File: src/rtl/morse_tx.sv
// Morse-code key-line transmitter: sends one letter per accepted start, framing
// it with either a trailing gap (mode 0) or a long end mark (mode 1).
module morse_tx #(
  parameter int unsigned DOT_CYC      = 100,
  parameter int unsigned DASH_CYC     = 3000,
  parameter int unsigned GAP_CYC      = 100,
  parameter int unsigned END_MARK_CYC = 6000,
  parameter int unsigned END_GAP_CYC  = 6100,
  parameter int unsigned REV_CYC      = 20000,
  parameter int unsigned CNT_W        = 16
) (
  input  logic       clk,
  input  logic       rst,
  input  logic       start,
  input  logic [4:0] char_code,
  input  logic       mode,
  output logic       dout,
  output logic       busy,
  output logic       done,
  output logic       err
);

  typedef enum logic [2:0] {
    IDLE, REV_MARK, REV_GAP, MARK, SPACE, END_MARK, END_SPACE, END_GAP
  } state_t;

  localparam logic [CNT_W-1:0] DOT_L  = CNT_W'(DOT_CYC - 1);
  localparam logic [CNT_W-1:0] DASH_L = CNT_W'(DASH_CYC - 1);
  localparam logic [CNT_W-1:0] GAP_L  = CNT_W'(GAP_CYC - 1);
  localparam logic [CNT_W-1:0] ENDM_L = CNT_W'(END_MARK_CYC - 1);
  localparam logic [CNT_W-1:0] ENDG_L = CNT_W'(END_GAP_CYC - 1);
  localparam logic [CNT_W-1:0] REV_L  = CNT_W'(REV_CYC - 1);

  state_t           state, nxt_state;
  logic [CNT_W-1:0] cnt, nxt_cnt;
  logic [3:0]       pat, nxt_pat;
  logic [1:0]       rem, nxt_rem;
  logic             let_mode, nxt_mode;
  logic             cur_mode, nxt_cur;
  logic [5:0]       rom_q;
  logic             valid_code;

  // {elements after the first, pattern left-aligned}; 1 = dash, MSB sent first
  function automatic logic [5:0] rom(input logic [4:0] c);
    case (c)
      5'd0:    rom = {2'd1, 4'b0100};
      5'd1:    rom = {2'd3, 4'b1000};
      5'd2:    rom = {2'd3, 4'b1010};
      5'd3:    rom = {2'd2, 4'b1000};
      5'd4:    rom = {2'd0, 4'b0000};
      5'd5:    rom = {2'd3, 4'b0010};
      5'd6:    rom = {2'd2, 4'b1100};
      5'd7:    rom = {2'd3, 4'b0000};
      5'd8:    rom = {2'd1, 4'b0000};
      5'd9:    rom = {2'd3, 4'b0111};
      5'd10:   rom = {2'd2, 4'b1010};
      5'd11:   rom = {2'd3, 4'b0100};
      5'd12:   rom = {2'd1, 4'b1100};
      5'd13:   rom = {2'd1, 4'b1000};
      5'd14:   rom = {2'd2, 4'b1110};
      5'd15:   rom = {2'd3, 4'b0110};
      5'd16:   rom = {2'd3, 4'b1101};
      5'd17:   rom = {2'd2, 4'b0100};
      5'd18:   rom = {2'd2, 4'b0000};
      5'd19:   rom = {2'd0, 4'b1000};
      5'd20:   rom = {2'd2, 4'b0010};
      5'd21:   rom = {2'd3, 4'b0001};
      5'd22:   rom = {2'd2, 4'b0110};
      5'd23:   rom = {2'd3, 4'b1001};
      5'd24:   rom = {2'd3, 4'b1011};
      5'd25:   rom = {2'd3, 4'b1100};
      default: rom = '0;
    endcase
  endfunction

  assign rom_q      = rom(char_code);
  assign valid_code = (char_code <= 5'd25);

  always_comb begin
    nxt_state = state;
    nxt_cnt   = cnt;
    nxt_pat   = pat;
    nxt_rem   = rem;
    nxt_mode  = let_mode;
    nxt_cur   = cur_mode;
    if (state == IDLE) begin
      if (start && valid_code) begin
        nxt_pat  = rom_q[3:0];
        nxt_rem  = rom_q[5:4];
        nxt_mode = mode;
        if (mode != cur_mode) begin
          nxt_state = REV_MARK;
          nxt_cnt   = REV_L;
        end else begin
          nxt_state = MARK;
          nxt_cnt   = rom_q[3] ? DASH_L : DOT_L;
        end
      end
    end else if (cnt != '0) begin
      nxt_cnt = cnt - 1'b1;
    end else begin
      // interval expired: load the next interval so no dead cycle appears
      case (state)
        REV_MARK: begin
          nxt_state = REV_GAP;
          nxt_cnt   = GAP_L;
        end
        REV_GAP: begin
          nxt_cur   = let_mode;
          nxt_state = MARK;
          nxt_cnt   = pat[3] ? DASH_L : DOT_L;
        end
        MARK: begin
          nxt_state = SPACE;
          nxt_cnt   = GAP_L;
        end
        SPACE: begin
          if (rem != 2'd0) begin
            nxt_rem   = rem - 2'd1;
            nxt_pat   = {pat[2:0], 1'b0};
            nxt_state = MARK;
            nxt_cnt   = pat[2] ? DASH_L : DOT_L;
          end else if (let_mode) begin
            nxt_state = END_MARK;
            nxt_cnt   = ENDM_L;
          end else begin
            nxt_state = END_GAP;
            nxt_cnt   = ENDG_L;
          end
        end
        END_MARK: begin
          nxt_state = END_SPACE;
          nxt_cnt   = GAP_L;
        end
        default: begin
          nxt_state = IDLE;
          nxt_cnt   = '0;
        end
      endcase
    end
  end

  // outputs are registered from the next-state view so they line up with state
  always_ff @(posedge clk or negedge rst) begin
    if (!rst) begin
      state    <= IDLE;
      cnt      <= '0;
      pat      <= '0;
      rem      <= '0;
      let_mode <= 1'b0;
      cur_mode <= 1'b0;
      dout     <= 1'b0;
      busy     <= 1'b0;
      done     <= 1'b0;
      err      <= 1'b0;
    end else begin
      state    <= nxt_state;
      cnt      <= nxt_cnt;
      pat      <= nxt_pat;
      rem      <= nxt_rem;
      let_mode <= nxt_mode;
      cur_mode <= nxt_cur;
      dout     <= (nxt_state == REV_MARK) || (nxt_state == MARK) || (nxt_state == END_MARK);
      busy     <= (nxt_state != IDLE);
      done     <= ((nxt_state == END_SPACE) || (nxt_state == END_GAP)) && (nxt_cnt == '0);
      err      <= (state == IDLE) && start && !valid_code;
    end
  end

endmodule

File: config.mk
export PLATFORM = sky130hd
export DESIGN_NAME = morse_tx
export DESIGN_NICKNAME = d
export VERILOG_FILES = /design/src/rtl/morse_tx.sv
export SDC_FILE = /design/constraint.sdc
export NUM_CORES = 1
export LEC_CHECK = 0
export ABC_AREA = 0
export BUFFER_PORTS_ARGS = -buffer_cell sky130_fd_sc_hd__buf_4
export CAP_MARGIN = 20
export CORE_ASPECT_RATIO = 0.9
export CORE_MARGIN = 4
export CORE_UTILIZATION = 25
export CTS_BUF_LIST = sky130_fd_sc_hd__clkbuf_16
export CTS_CLUSTER_SIZE = 16
export DETAILED_ROUTE_END_ITERATION = 16
export GPL_TIMING_DRIVEN = 0
export SYNTH_ARGS = -nofsm -noshare
export SYNTH_HDL_FRONTEND = slang
export SYNTH_SLANG_ARGS = --single-unit
File: constraint.sdc
create_clock -name clk -period 5.1 [get_ports clk]
set_input_delay 1.275 -clock clk [delete_from_list [all_inputs] [get_ports clk]]
set_output_delay 1.275 -clock clk [all_outputs]
set_load 0.005 [all_outputs]
# Yosys cells after proc, flatten, opt, wreduce, memory -nomap -nowiden
# Memory sizes are Yosys's and may differ from the RTL's.
# Index checks and enable logic that the tools add are counted.
# word_totals
output_inout_bits	4
n_memories	1
input_bits	9
regBits	31
wordCells	75
romBits	192
# memory_table
name	words	width	read_ports	rd_clocked_by_memory_dff	wr	line	source
(no name shown)	32	6	1	0	0	45	case (c)
# op_classes
add_sub_neg	2
mux	27
eq_ne	13
n_bitwise	2
n_lt_le_gt_ge	1
reduce_logical	19
# op_table
operator	n
16-bit two-way mux	3
13-bit one-hot mux with 3 select lines	1
12-bit two-way mux	3
4-bit two-way mux	5
16-bit zero test	1
16-bit nonzero test	1
16-bit by 1-bit subtractor with 16-bit output (second input constant)	1
3-bit == test (second input constant)	5
15-bit two-way mux	1
3-bit one-hot mux with 5 select lines	1
2-bit two-way mux	7
13-bit two-way mux	1
3-bit two-way mux	4
3-bit by 2-bit == test with 1-bit output (second input constant)	3
8-bit two-way mux	1
3-bit by 1-bit == test with 1-bit output (second input constant)	2
2-bit nonzero test	3
5-bit less-or-equal comparator (second input constant)	1
1-bit logical AND	4
4-bit AND reduction	1
3-bit zero test	1
1-bit logical OR	3
3-bit AND reduction	1
3-bit nonzero test	1
other kinds (8)	9

# Longest topological paths before layout
# depth
depth_word	8
depth_mapped	10
ltp_nobuf	9

# Worst setup path after synthesis
# No wires, ideal clock.
# synth_timing
path_type	in2reg
from	input char_code[0]
to	register done
n_path_buf	0
cell_stages	9
arrival_time_ns	3.362
slack_ns	1.669
cell_sequence	inv_1 -> ha_1 -> nor2b_1 -> a2111oi_1 -> nor4b_1 -> o21a_1 -> or3_1 -> a2111oi_0 -> and4b_1
# synth_between
elab_chain_cells	7
word_cells_on_any_way	14
# synth_rtl
item	line	source
start: declaration	15	input logic [4:0] char_code,
memory 32 x 6 bit / 5-bit less-or-equal comparator (equally long branches)	--	
12-bit two-way mux / 1-bit logical AND (equally long branches)	96, 87	
15-bit two-way mux / 3-bit two-way mux (equally long branches)	91, 87	
16-bit two-way mux / 3-bit two-way mux (equally long branches)	87, 86	
16-bit two-way mux / 3-bit == test (equally long branches)	86, 165	
16-bit zero test / 1-bit logical OR (equally long branches)	165	done <= ((nxt_state == END_SPACE) || (nxt_state == END_GAP)) && (nxt_cnt == '0);
1-bit logical AND (*)	165	
end signal: assignment	165	
end: declaration	19	output logic done,
# Every way passes the cells marked *; elsewhere a longest branch is shown, timed or not.
# A chain may end at the register's enable or synchronous reset.

# Worst setup path after layout
# layout_timing
from	input char_code[1]
to	register done
# The elaborated chain is that of the path after synthesis.

==> flow_metrics.env <==
export IMPL_p_leak_nw=1.18
export IMPL_die_w_um=112
export IMPL_nets=335
export IMPL_slew_headroom_pct=31.0
export IMPL_finalCritPeriodShare_pct=72.9
export IMPL_r2r_cells=7
export IMPL_p_comb_share_pct=30.3
export IMPL_clock_root_buffer="clkbuf_16"
export IMPL_grt_max_degree=32
export IMPL_critPathLaunch="char_code[1]"
export IMPL_use_met2_pct=18.0
export IMPL_drv_cap=0
export IMPL_r2r_end="done"
export IMPL_clkTransAtPathRegs_ns=0.06
export IMPL_drive_gt1_share_pct=11.3
export IMPL_busiest_layer="met2"
export IMPL_clk_path_buf_depth=2
export IMPL_synth_top_cell_by_area="dfrtp_1"
export IMPL_status="complete, no violations"
export IMPL_critPathMaxFanout=10
export IMPL_fill_cells=1041
export IMPL_intPower_uw=598
export IMPL_antenna_found_initial=0
export IMPL_endpoint="done"
export IMPL_cts_tree="done"
export IMPL_tightestPinTransition_ns=1.03
export IMPL_finalCriticalPeriod_ns=3.72
export IMPL_synth_nets=318
export IMPL_syn_area_per_cell_um2=8.18
export IMPL_synth_top_cell_area_share_pct=31.6
export IMPL_hold_violations=0
export IMPL_layout_setup_ws_ns=1.38
export IMPL_drt_iter0_drc=183
export IMPL_async_flop_share_pct=100
export IMPL_cts_setup_buffers=0
export IMPL_worst_setup_path_type="in2reg"
export IMPL_num_vias=2366
export IMPL_ant_nets=0
export IMPL_startpoint_type="input port"
export IMPL_grt_first_pass_wirelength_um=11400
export IMPL_cts_buffers=5
export IMPL_n_antenna_cell=0
export IMPL_setup_tns_ns=0
export IMPL_ios=13
export IMPL_slew_violations=0
export IMPL_drc=0
export IMPL_drtPass1Iterations=5
export IMPL_crit_arrival_ns=3.94
export IMPL_grt_use_met1_pct=17.8
export IMPL_clock_fmax_mhz=269
export IMPL_grt_use_total_pct=12.3
export IMPL_core_area_mm2=0.00961
export IMPL_cp_data_required_time_ns=5.32
export IMPL_syn_to_final_growth_pct=15.0
export IMPL_syn_area_mm2=0.00245
export IMPL_dp_cells=436
export IMPL_synth_seq_area_share_pct=31.6
export IMPL_switchingPower_uw=328
export IMPL_yosys_warnings=0
export IMPL_finalSetupViolations=0
export IMPL_die_h_um=102
export IMPL_start_util_pct=25.5
export IMPL_r2r_start="cnt[0]"
export IMPL_fin_skew_ns=0.00588
export IMPL_first_global_vias=2159
export IMPL_stdcell_area_mm2=0.00282
export IMPL_p_seq_share_pct=38.7
export IMPL_finalNonFillerCells=444
export IMPL_port_buffers=10
export IMPL_cts_sinks=31
export IMPL_place_worst_setup_slack_ns=1.11
export IMPL_cp_end_kind="flop"
export IMPL_worstSkewPairLatency_ns=0.28
export IMPL_final_util_pct=29.4
export IMPL_p_clk_share_pct=31.0
export IMPL_drt_wl_total_um=6900
export IMPL_ys_ff_latch=31
export IMPL_hpwl_um=4990
export IMPL_r2r_slack_ns=2.34
export IMPL_ys_flop_type="dfrtp_1"
export IMPL_dieArea_mm2=0.0115
export IMPL_rsz0062_at_grt="no"
export IMPL_hold_class="reg2reg"
export IMPL_avgRoutedWirePerCell_um=15.5
export IMPL_place_area_mm2=0.00269
export IMPL_synth_edf_count=0
export IMPL_cts_resized=0
export IMPL_netSwitchingFraction_pct=35.4
export IMPL_grt_ovfl_total=0
export IMPL_htreeDepth=2
export IMPL_power_density_mw_per_mm2=328
export IMPL_gp_congestion=0.938
export IMPL_synth_distinct_cells=65
export IMPL_use_met3_pct=2.55
export IMPL_synth_cells=300
export IMPL_viasPerCell=5.33
export IMPL_vdd_ir_drop_max_v=0.000127
export IMPL_synthTopCellsByCount="31 x dfrtp_1, 31 x nor2_1, 24 x nand2_1, 22 x a21oi_1, 14 x o21ai_0"
export IMPL_rows=34
export IMPL_holdBufCountCts=0
export IMPL_synth_top_cells_by_area="dfrtp_1 32%, nor2_1 4.7%, ha_1 4.6%"
## worst max-delay path: stages
cell	delay (ns)
buf_4	0.15
inv_1	0.15
ha_1	0.27
nor2b_1	0.34
o311ai_2	0.23
nor4b_1	0.68
o21ai_0	0.23
a2111oi_0	0.37
and4b_1	0.24
## cell usage in the layout (no fill, tap or decap), drive strengths merged, types with 7 or more instances in the layout
master and count:
a21oi 23, buf 18, clkbuf 16, dfrtp 31
ha 9, inv 14, nand2 24, nor2 32
nor3 15, nor4 7, o21ai 23, or3 8
## cell families (layout without fill, tap and decap cells)
| kind of cell | after synthesis | count (layout) | share of synthesized area, % |
|---|---|---|---|
| XOR/XNOR | 8 | 8 | 2.86 |
| AO/OA/AOI/OAI | 89 | 89 | 24.6 |
| buffers and inverters | 33 | 51 | 5.66 |
| adder cells (fa/ha/maj) | 9 | 9 | 4.59 |
| flip-flops | 31 | 31 | 31.6 |
| AND/OR/NAND/NOR | 122 | 122 | 26.8 |
| multiplexers | 8 | 8 | 3.93 |
## layer usage
metal	share of wire [%]	wire length [µm]	vias up
met4	2.3	160	0
met1	49	3380	1091
met2	42	2910	111
met3	6.5	445	18
met5	0	0	-
li1	-	-	1146
## state kept, by name, indices dropped and copies added, names as in the netlist
name / count
cur_mode: 1
busy: 1
state: 3
dout: 1
cnt: 16
let_mode: 1
pat: 4
done: 1
err: 1
rem: 2
## power by group through the flow
stage / Clock, mW / Sequential, mW / Combinational [mW]
after floorplan: 0 / 0.345 / 0.216
after global placement: 0 / 0.360 / 0.273
after detailed placement: 0 / 0.359 / 0.276
after CTS: 0.290 / 0.356 / 0.277
after global routing: 0.299 / 0.366 / 0.314
final: 0.287 / 0.358 / 0.281
## area by class of cell
| class | instances | area (µm²) | area share (%) |
|---|---|---|---|
| Multi-Input combinational cell | 236 | 1540 | 54.5 |
| Buffer | 19 | 86.3 | 3.06 |
| Clock buffer | 5 | 125 | 4.43 |
| Sequential cell | 31 | 776 | 27.5 |
| Clock inverter | 3 | 11.3 | 0.399 |
| Inverter | 14 | 52.6 | 1.86 |
| Tap cell | 126 | 158 | 5.59 |
| Timing Repair Buffer | 10 | 75.1 | 2.66 |
## worst min path at each step
| stage | from | to | slack, ns | cells after the start |
|---|---|---|---|---|
| 3_5_place_dp | pat[0] | pat[0] | 0.49 | 2 |
| 2_1_floorplan | pat[0] | pat[0] | 0.46 | 2 |
| 4_1_cts | pat[0] | pat[0] | 0.50 | 2 |
| 6_report | pat[1] | pat[1] | 0.49 | 2 |
| 5_1_grt | pat[0] | pat[0] | 0.53 | 2 |
| 3_3_place_gp | pat[0] | pat[0] | 0.48 | 2 |
## through the flow
step                      total power, mW  hold slack [ns]
final                               0.926            0.492
after global routing                0.979            0.526
after CTS                           0.924            0.498
after detailed placement            0.635            0.487
after global placement              0.633            0.476
after floorplan                     0.561            0.456
Power figures use the tool's default switching activity.
